===== src/rtl/envelope_follower_pkg.sv =====
// Shared constants and types for the modulator envelope follower.
// Exports the default band count, the sample/envelope width and the default
// attack/release shifts, plus the sequencer state type.
package envelope_follower_pkg;

  localparam int NUM_BANDS         = 8;
  localparam int ENV_WIDTH         = 32;
  localparam int ENV_ATTACK_SHIFT  = 4;
  localparam int ENV_RELEASE_SHIFT = 10;

  typedef enum logic [1:0] {
    IDLE,
    RUN,
    DONE
  } state_t;

endpackage


===== src/rtl/envelope_follower_if.sv =====
// Frame bus between the filterbank/mixer and the envelope follower.
//   valid_in     : single-cycle strobe, band_in holds a new frame
//   band_in      : bandpassed modulator samples, one per band
//   envelope_out : per-band envelopes (never negative)
//   valid_out    : single-cycle strobe, envelope_out was just updated
//   overrun_out  : sticky flag, a frame arrived while busy and was dropped
// master = producer/consumer side, slave = envelope follower.
interface envelope_follower_if
  import envelope_follower_pkg::*;
#(
  parameter int NUM_CHANNELS = NUM_BANDS,
  parameter int WIDTH        = ENV_WIDTH
);

  logic                    valid_in;
  logic signed [WIDTH-1:0] band_in      [NUM_CHANNELS];
  logic signed [WIDTH-1:0] envelope_out [NUM_CHANNELS];
  logic                    valid_out;
  logic                    overrun_out;

  modport master (
    output valid_in,
    output band_in,
    input  envelope_out,
    input  valid_out,
    input  overrun_out
  );

  modport slave (
    input  valid_in,
    input  band_in,
    output envelope_out,
    output valid_out,
    output overrun_out
  );

endinterface


===== src/rtl/envelope_follower_env_update.sv =====
// One-pole attack/release envelope step for a single band (combinational).
//   x        : signed input sample
//   env      : current envelope (>= 0)
//   env_next : env + ((|x| - env) >>> k), k = ATTACK_SHIFT when rising,
//              RELEASE_SHIFT otherwise
// The rectifier saturates the most-negative input so |x| fits in WIDTH bits.
module env_update
  import envelope_follower_pkg::*;
#(
  parameter int WIDTH         = ENV_WIDTH,
  parameter int ATTACK_SHIFT  = ENV_ATTACK_SHIFT,
  parameter int RELEASE_SHIFT = ENV_RELEASE_SHIFT
) (
  input  logic signed [WIDTH-1:0] x,
  input  logic signed [WIDTH-1:0] env,
  output logic signed [WIDTH-1:0] env_next
);

  localparam logic signed [WIDTH-1:0] MOST_NEG = {1'b1, {(WIDTH-1){1'b0}}};
  localparam logic signed [WIDTH-1:0] MOST_POS = {1'b0, {(WIDTH-1){1'b1}}};

  logic signed [WIDTH-1:0] rect;
  logic signed [WIDTH:0]   diff;
  logic signed [WIDTH:0]   step;
  logic signed [WIDTH:0]   sum;
  logic                    sum_msb_unused;

  always_comb begin
    if (x == MOST_NEG) begin
      rect = MOST_POS;
    end else if (x[WIDTH-1]) begin
      rect = -x;
    end else begin
      rect = x;
    end

    diff = {rect[WIDTH-1], rect} - {env[WIDTH-1], env};

    // Arithmetic shift floors, so a small negative diff still yields -1 and
    // the release phase settles exactly on the rectified input.
    if (diff > 0) begin
      step = diff >>> ATTACK_SHIFT;
    end else begin
      step = diff >>> RELEASE_SHIFT;
    end

    sum = {env[WIDTH-1], env} + step;
  end

  // The result always lies between env and |x|, so it fits in WIDTH bits.
  assign env_next       = sum[WIDTH-1:0];
  assign sum_msb_unused = sum[WIDTH];

endmodule


===== src/rtl/envelope_follower.sv =====
// Per-band modulator envelope follower feeding the mixer.
// A frame captured on valid_in is processed one band per clock through a
// single shared env_update datapath; after the last band all envelopes are
// published together with a one-cycle valid_out.
//   clk_in  : audio system clock
//   rst_in  : asynchronous, active-high reset
//   bus     : envelope_follower_if slave (valid_in, band_in, envelope_out,
//             valid_out, overrun_out)
module envelope_follower
  import envelope_follower_pkg::*;
#(
  parameter int NUM_CHANNELS  = NUM_BANDS,
  parameter int WIDTH         = ENV_WIDTH,
  parameter int ATTACK_SHIFT  = ENV_ATTACK_SHIFT,
  parameter int RELEASE_SHIFT = ENV_RELEASE_SHIFT
) (
  input  logic               clk_in,
  input  logic               rst_in,
  envelope_follower_if.slave bus
);

  localparam int              CW   = (NUM_CHANNELS > 1) ? $clog2(NUM_CHANNELS) : 1;
  localparam logic [CW-1:0]   LAST = CW'(NUM_CHANNELS - 1);

  state_t                  state_q, state_d;
  logic [CW-1:0]           ch_q, ch_d;
  logic                    valid_q, valid_d;
  logic                    overrun_q, overrun_d;
  logic                    capture, update, publish;

  logic signed [WIDTH-1:0] frame_q   [NUM_CHANNELS];
  logic signed [WIDTH-1:0] env_q     [NUM_CHANNELS];
  logic signed [WIDTH-1:0] env_out_q [NUM_CHANNELS];
  logic signed [WIDTH-1:0] env_next;

  env_update #(
    .WIDTH         (WIDTH),
    .ATTACK_SHIFT  (ATTACK_SHIFT),
    .RELEASE_SHIFT (RELEASE_SHIFT)
  ) u_env_update (
    .x        (frame_q[ch_q]),
    .env      (env_q[ch_q]),
    .env_next (env_next)
  );

  always_comb begin
    state_d   = state_q;
    ch_d      = ch_q;
    valid_d   = 1'b0;
    overrun_d = overrun_q;
    capture   = 1'b0;
    update    = 1'b0;
    publish   = 1'b0;

    case (state_q)
      IDLE: begin
        if (bus.valid_in) begin
          capture = 1'b1;
          ch_d    = '0;
          state_d = RUN;
        end
      end
      RUN: begin
        update = 1'b1;
        if (ch_q == LAST) begin
          ch_d    = '0;
          state_d = DONE;
        end else begin
          ch_d = ch_q + CW'(1);
        end
        if (bus.valid_in) overrun_d = 1'b1;
      end
      DONE: begin
        publish = 1'b1;
        valid_d = 1'b1;
        state_d = IDLE;
        if (bus.valid_in) overrun_d = 1'b1;
      end
      default: begin
        state_d = IDLE;
        ch_d    = '0;
      end
    endcase
  end

  always_ff @(posedge clk_in or posedge rst_in) begin
    if (rst_in) begin
      state_q   <= IDLE;
      ch_q      <= '0;
      valid_q   <= 1'b0;
      overrun_q <= 1'b0;
    end else begin
      state_q   <= state_d;
      ch_q      <= ch_d;
      valid_q   <= valid_d;
      overrun_q <= overrun_d;
    end
  end

  always_ff @(posedge clk_in or posedge rst_in) begin
    if (rst_in) begin
      for (int unsigned i = 0; i < NUM_CHANNELS; i++) begin
        frame_q[i]   <= '0;
        env_q[i]     <= '0;
        env_out_q[i] <= '0;
      end
    end else begin
      if (capture) begin
        for (int unsigned i = 0; i < NUM_CHANNELS; i++) begin
          frame_q[i] <= bus.band_in[i];
        end
      end
      if (update) begin
        env_q[ch_q] <= env_next;
      end
      if (publish) begin
        for (int unsigned i = 0; i < NUM_CHANNELS; i++) begin
          env_out_q[i] <= env_q[i];
        end
      end
    end
  end

  assign bus.envelope_out = env_out_q;
  assign bus.valid_out    = valid_q;
  assign bus.overrun_out  = overrun_q;

endmodule

===== src/flat_wrapper.sv =====
// flat-port wrapper written by rule: the top's interface ports become plain ports
module envelope_follower_flat import envelope_follower_pkg::*;
#(
  parameter int NUM_CHANNELS  = NUM_BANDS,
  parameter int WIDTH         = ENV_WIDTH,
  parameter int ATTACK_SHIFT  = ENV_ATTACK_SHIFT,
  parameter int RELEASE_SHIFT = ENV_RELEASE_SHIFT
)
  (clk_in, rst_in, bus_valid_in, bus_band_in, bus_envelope_out, bus_valid_out, bus_overrun_out);
  envelope_follower_if #(.NUM_CHANNELS(NUM_CHANNELS), .WIDTH(WIDTH)) bus_i ();
  input  logic clk_in;
  input  logic rst_in;
  input wire logic [$bits(bus_i.valid_in)-1:0] bus_valid_in;
  input wire logic [$bits(bus_i.band_in)-1:0] bus_band_in;
  output wire logic [$bits(bus_i.envelope_out)-1:0] bus_envelope_out;
  output wire logic [$bits(bus_i.valid_out)-1:0] bus_valid_out;
  output wire logic [$bits(bus_i.overrun_out)-1:0] bus_overrun_out;
  assign bus_i.valid_in = bus_valid_in;
  assign bus_i.band_in = {>>{bus_band_in}};
  assign bus_envelope_out = {>>{bus_i.envelope_out}};
  assign bus_valid_out = bus_i.valid_out;
  assign bus_overrun_out = bus_i.overrun_out;
  envelope_follower #(.NUM_CHANNELS(NUM_CHANNELS), .WIDTH(WIDTH), .ATTACK_SHIFT(ATTACK_SHIFT), .RELEASE_SHIFT(RELEASE_SHIFT)) u_core (.clk_in(clk_in), .rst_in(rst_in), .bus(bus_i));
endmodule

===== config.mk =====
export PLATFORM = sky130hd
export DESIGN_NAME = envelope_follower_flat
export DESIGN_NICKNAME = d
export VERILOG_FILES = /design/src/rtl/envelope_follower_pkg.sv /design/src/rtl/envelope_follower_if.sv /design/src/rtl/envelope_follower_env_update.sv /design/src/rtl/envelope_follower.sv /design/src/flat_wrapper.sv
export SDC_FILE = /design/constraint.sdc
export NUM_CORES = 2
export LEC_CHECK = 0
export CORE_ASPECT_RATIO = 1.75
export CORE_MARGIN = 2
export CORE_UTILIZATION = 40
export CTS_CLUSTER_SIZE = 8
export DETAILED_ROUTE_END_ITERATION = 10
export PLACE_DENSITY = 0.7
export REMOVE_ABC_BUFFERS = 1
export SKIP_LAST_GASP = 1
export SLEW_MARGIN = 30
export SYNTH_ARGS = -nofsm -noshare
export SYNTH_HDL_FRONTEND = slang
export SYNTH_SLANG_ARGS = --single-unit

===== constraint.sdc =====
create_clock -name clk_in -period 24.8 [get_ports clk_in]
set_clock_uncertainty 0.15 [all_clocks]
set_input_delay 3.72 -clock clk_in [delete_from_list [all_inputs] [get_ports clk_in]]
set_output_delay 3.72 -clock clk_in [all_outputs]
set_load 0.05 [all_outputs]

; Word level (Yosys, flattened, before mapping)
; Cells that the tools add are included.
[op_classes]
bitwise_logic = 2
magnitude_cmp = 3
eq_ne = 6
reduce_logical = 6
n_mux = 22
addsub = 4
[op_table]
columns = operator, count
row1 = bitwise mux 256 bit, 1
row2 = two-way mux 32 bit, 7
row3 = binary-select mux 32 bit (select 3 bit), 2
row4 = demux 32 bit (select 3 bit), 1
row5 = > comparator 33 x 1 -> 1 bit (second input constant), 1
row6 = subtractor 32 x 32 -> 33 bit, 1
row7 = adder 32 bit, 1
row8 = == test 32 bit (second input constant), 1
row9 = negator 32 bit, 1
row10 = two-way mux 28 bit, 1
row11 = case mux 3 bit (3 select lines), 1
row12 = two-way mux 3 bit, 2
row13 = AND reduction 2 bit, 3
row14 = greater-or-equal comparator 4 bit (second input constant), 1
row15 = < comparator 4 x 1 -> 1 bit (second input constant), 1
row16 = two-way mux 1 bit, 4
row17 = two-way mux 2 bit, 2
row18 = NOT 3 -> 4 bit, 1
row19 = case mux 2 bit (2 select lines), 1
row20 = adder 3 x 1 -> 3 bit (second input constant), 1
row21 = == test 3 bit (second input constant), 1
row22 = == test 2 x 1 -> 1 bit (second input constant), 1
row23 = == test 2 bit (second input constant), 1
row24 = zero test 2 bit, 1
row25 = 5 further kinds, 5
[word_totals]
reg_bits = 775
inputBits = 259
word_cells = 71
output_inout_bits = 258

; Logic depth before layout (Yosys ltp)
[logic_depth]
depth_word = 12
mapped_depth = 39
mapped_depth_nobuf = 31

; Modules after synthesis
; Synthesis repeated with hierarchy kept, for this count alone.
[unflattened]
hier_cells = 2599
area_unflattened_um2 = 37360.8
[by_module_without_submodules]
columns = mod, cells_per_inst, area_per_inst_um2, seq_area_each_um2, n_inst
row1 = envelope_follower, 1893, 32585.0, 19393.6, 1
row2 = env_update, 706, 4775.8, 0.0, 1

; Worst setup path before layout
; No wires, ideal clock.
[synth_timing]
path_kind = register -> register
startpoint = register u_core.ch_q[0]
endpoint = register u_core.env_q[181] in the netlist's numbering
synth_period_minus_slack_ps = 9229
t_required_ps = 24509
setup_slack_ps = 15571
path_buffers = 8
stages_incl_launch_ff = 36
setup_ps = 141
arrival_time_ps = 8939
cell_sequence = dfrtp_1 > buf_6 > buf_2 > buf_2 > buf_2 > mux4_2 > mux2i_1 > ha_1 > nand2_1 > or4_4 > or4_4 > or2_1 > buf_6 > buf_6 > nand2_1 > ha_1 > a211oi_1 > o211ai_1 > a32o_1 > o31ai_1 > o31ai_1 > o211a_1 > clkbuf_1 > inv_2 > clkbuf_1 > o21ai_0 > ha_1 > a21oi_1 > o21ai_0 > a2111oi_1 > o31ai_1 > a221o_1 > a2111oi_0 > nor2_1 > a311oi_2 > o21ai_0
[synth_between]
elab_chain_len = 12
elab_cells_between_ends = 21
classes_between = add/sub: 3 / order compare: 3 / eq/ne: 1 / mux: 12 / bitwise: 1 / reduce/logical: 1
[synth_lines]
columns = element, line
row1 = from (decl), envelope_follower.sv:26  ; logic [CW-1:0] ch_q, ch_d;
row2 = from (signal assigned), envelope_follower.sv:94  ; ch_q <= ch_d;
row3 = NOT 3 -> 4 bit (not written as such) (*), "envelope_follower.sv:41, envelope_follower.sv:42, envelope_follower.sv:114"
row4 = binary-select mux 32 bit (select 3 bit), envelope_follower.sv:41  ; .x (frame_q[ch_q]),
row5 = two-way mux 32 bit (not written as such) (2 in series), envelope_follower.sv:41
row6 = negator 32 bit, envelope_follower_env_update.sv:32  ; rect = -x;
row7 = two-way mux 32 bit, envelope_follower_env_update.sv:31  ; end else if (x[WIDTH-1]) begin
row8 = two-way mux 32 bit, envelope_follower_env_update.sv:29  ; if (x == MOST_NEG) begin
row9 = subtractor 32 x 32 -> 33 bit, envelope_follower_env_update.sv:37  ; diff = {rect[WIDTH-1], rect} - {env[WIDTH-1], env};
row10 = > comparator 33 x 1 -> 1 bit, envelope_follower_env_update.sv:41  ; if (diff > 0) begin
row11 = two-way mux 28 bit, envelope_follower_env_update.sv:41
row12 = adder 32 bit, envelope_follower_env_update.sv:47  ; sum = {env[WIDTH-1], env} + step;
row13 = bitwise mux 256 bit (*), envelope_follower.sv:114  ; env_q[ch_q] <= env_next;
row14 = "to (signal, indexed assignment)", envelope_follower.sv:114
row15 = to (decl), envelope_follower.sv:32  ; logic signed [WIDTH-1:0] env_q [NUM_CHANNELS];
; Mark *: on every way between the ends. The rest lies on a longest branch, timed or not. The select of a mux whose other input is x is not followed.
; A chain may end at the register's enable or synchronous reset.

; Worst setup path after layout
[layout_timing]
startpoint = register u_core.ch_q[0]
endpoint = register u_core.env_q[213] in the netlist's numbering
; The elaborated chain is that of the path after synthesis.

==> flow_summary.ini <==
[cells_and_area]
fin_nets = 3712
layout.cell_area.non_filler_um2 = 45800
area_growth_syn_to_layout_pct = 25.3
fraction_of_layout_instances_using_a_drive_strength_above_1_pct = 24.7
final_cell_count_no_fill = 4575

[die]
die_h_um = 404
placementRows = 146
pin_count = 517
initial_utilization_pct = 40.4
coreArea_um2 = 90400
die-width_um = 232
dieArea_um2 = 93900

[yosys]
yosys.area.top_type = sky130_fd_sc_hd__dfrtp_1
synth_top_cell_area_share_pct = 53.1
netlist_top_cells_area = sky130_fd_sc_hd__dfrtp_1 (53%), sky130_fd_sc_hd__mux2_2 (16%), sky130_fd_sc_hd__mux4_2 (7.9%)
post_synth_inst_count = 2895
ys.flop_type = sky130_fd_sc_hd__dfrtp_1
ys_async_sr_fraction_pct = 100
synth-compound-area-share_pct = 7.59
synthSimpleGateAreaFrac_pct = 6.04
synth_cell_types = 64
syn_area_um2 = 36500
synth_most_common_cell = sky130_fd_sc_hd__dfrtp_1
postSynthAreaPerCell_um2 = 12.6
synthMuxAreaShare_pct = 26.3
synth_adder_area_share_pct = 2.61
synth_top_cells_by_count = sky130_fd_sc_hd__dfrtp_1 (775), sky130_fd_sc_hd__mux2_2 (534), sky130_fd_sc_hd__nand2_1 (333)
ys_ff_latch = 775
main_combinational_cell_family_by_area_after_synthesis = multiplexers
synth.yosys.seq_area_share_pct = 53.1
number_of_flops_mapped_to_enable_cells_by_yosys = 0
post_synth_xor_area_fraction_pct = 1.80
yosys_warnings = 0

[sta]
timing.final.hold_violations = 0
layout_min_cycle_time_ns = 11.98
fmaxAchievable_mhz = 83.5
timing.final.max_slew_violations = 0
worst_slew_pin_slew_ns = 0.959
report.final.setup_viol = 0
rsz0062_at_grt = false
relSlewSlack_pct = 36.1
crit_share_post_route_pct = 48.3
fin_worst_hold_slack_ns = 0.338

[min_path]
timing.hold.worst.start = u_core.env_q[43]
hold_class = reg2reg
hold_depth = 2
whs_endpoint = u_core.env_q[43]

[global_route]
maximum_number_of_pins_on_one_net_before_global_route_repair = 170
overall_routing_resource_usage_pct = 22.2
grt_pass1_vias = 25917
grt_pass1_wl_um = 157000
gr-total-overflow = 0
antenna_found_initial = 7

[setup_path]
reg2reg_depth = 31
critical_path.startpoint = u_core.ch_q[0]
crit_path_max_fanout = 28
largest_stage_delay_on_the_critical_path_ns = 0.78
endpoint_kind = flop
r2r_end = u_core.env_q[213]
worst_setup_path_start_kind = flop
worstPathRequired_ns = 25.19
regToRegSetupSlack_ns = 12.82
worst_ep_arrival_time_ns = 12.37
rr_startpoint = u_core.ch_q[0]
crit_path_top_delay_cell = sky130_fd_sc_hd__dfrtp_4
timing_worst_setup_path_type = reg2reg

[clock_tree]
cts_resized = 0
clk_root_buffer_cell = sky130_fd_sc_hd__clkbuf_16
clk_path_buf_depth = 3
cts_post_setup_buffers_inserted = 0
postCtsHoldBufs = 0
worst_skew_pair.late_latency_ns = 0.71
path_clk_slew_ns = 0.05
clock-sinks = 775
cts.htree.levels = 3
tritoncts.num_buffers = 106
cts_tree = built

[drt]
via_count = 24679
detail_route.wirelength_um = 103000
detail_route.iter0.violations = 1287
antenna_violating_nets_post_route = 0
avgRoutedWirePerCell_um = 22.5
drt_pre_antenna_iters = 7
routed_via_density = 5.39
remaining_drc_errors = 0

[placement]
numPortBuffers = 516
dp.cells = 4453
placed_area_um2 = 42900
routabilityCongestion = 0.895
detail_placement_hpwl_um = 72600

[run_status]
run_status = finished clean

[flow_run]
max-cap-violations = 0
## routing by layer
metal  up-vias  track usage [%]  routed length [µm]
met5         -                0                   0
met1     12442             25.8               39800
li1      11336                -                   -
met4         0             9.98                4270
met3       203             4.46                5340
met2       698             39.2               53600
## state kept, by name (all words and copies together), names as in the netlist
name,cells
u_core.env_q,256
u_core.bus.overrun_out,1
u_core.ch_q,3
u_core.bus.valid_out,1
u_core.frame_q,256
u_core.bus.envelope_out,256
u_core.state_q,2
## worst max path at each step
stage	to	slack, ns	cells past startpoint
CTS	u_core.env_q[245]	12.59	31
detailed placement	u_core.env_q[213]	12.67	31
floorplan	u_core.bus.envelope_out[0]	-0.83	1
global route	u_core.env_q[245]	11.90	31
global placement	u_core.env_q[213]	12.82	31
finish	u_core.env_q[213]	12.82	31
## cell families after synthesis
group | after synthesis
buffers and inverters | 230
adder cells (fa/ha/maj) | 75
AND/OR/NAND/NOR | 519
flip-flops | 775
XOR/XNOR | 75
AO/OA/AOI/OAI | 487
multiplexers | 734
## final cells by class
| cell class | count | area (µm²) |
|---|---|---|
| antenna | 5 | 12.5 |
| clock buffer | 109 | 2660 |
| clock inverter | 7 | 173 |
| fill | 7937 | 44700 |
| inverter | 60 | 233 |
| multi-input combinational | 1890 | 16300 |
| sequential | 775 | 19400 |
| tap | 1184 | 1480 |
| timing repair buffer | 545 | 5480 |
## placed cells by master (no fill, tap or decap), types with 5 or more instances in the layout
cell type	n
sky130_fd_sc_hd__clkbuf_16	106
sky130_fd_sc_hd__xor2_1	35
sky130_fd_sc_hd__mux2i_1	70
sky130_fd_sc_hd__o21ai_0	289
sky130_fd_sc_hd__mux4_2	128
sky130_fd_sc_hd__or3_1	7
sky130_fd_sc_hd__and2_1	5
sky130_fd_sc_hd__dfrtp_1	772
sky130_fd_sc_hd__a211oi_1	12
sky130_fd_sc_hd__buf_4	17
sky130_fd_sc_hd__nand3_1	20
sky130_fd_sc_hd__inv_1	58
sky130_fd_sc_hd__o21bai_1	12
sky130_fd_sc_hd__a31oi_1	9
sky130_fd_sc_hd__o211ai_1	21
sky130_fd_sc_hd__xnor2_1	38
sky130_fd_sc_hd__ha_1	72
sky130_fd_sc_hd__and3_1	5
sky130_fd_sc_hd__clkdlybuf4s50_1	516
sky130_fd_sc_hd__a21o_1	21
sky130_fd_sc_hd__o31ai_1	12
sky130_fd_sc_hd__nor2_1	73
sky130_fd_sc_hd__nand4_1	8
sky130_fd_sc_hd__nor3_1	15
sky130_fd_sc_hd__nor2b_1	10
sky130_fd_sc_hd__nand2_1	329
sky130_fd_sc_hd__buf_6	7
sky130_fd_sc_hd__a21oi_1	77
sky130_fd_sc_hd__mux2_2	534
sky130_fd_sc_hd__or2_2	7
sky130_fd_sc_hd__o21a_1	7
sky130_fd_sc_hd__nand2b_1	16
sky130_fd_sc_hd__diode_2	5
## worst max-delay path: cells and delay by family, from the launching register on
| kind | cells | cell delay [ns] |
|---|---|---|
| AO/OA/AOI/OAI | 14 | 5.14 |
| AND/OR/NAND/NOR | 6 | 1.86 |
| buffers and inverters | 4 | 1.46 |
| multiplexers | 3 | 1.38 |
| adder cells (fa/ha/maj) | 4 | 0.97 |
| flip-flops | 1 | 0.78 |
## through the flow
| step | setup TNS, ns | setup WS (ns) | utilization [%] |
|---|---|---|---|
| 2_1_floorplan | -640.64 | -0.827 | - |
| 3_3_place_gp | 0 | 12.82 | 47.4 |
| 3_5_place_dp | 0 | 12.67 | 47.4 |
| 4_1_cts | 0 | 12.59 | 50.5 |
| 5_1_grt | 0 | 11.90 | 50.6 |
| 6_report | 0 | 12.82 | 50.6 |
Power is not shown: default switching activity piles up to over one toggle a cycle in this logic, so the estimate is an artifact.
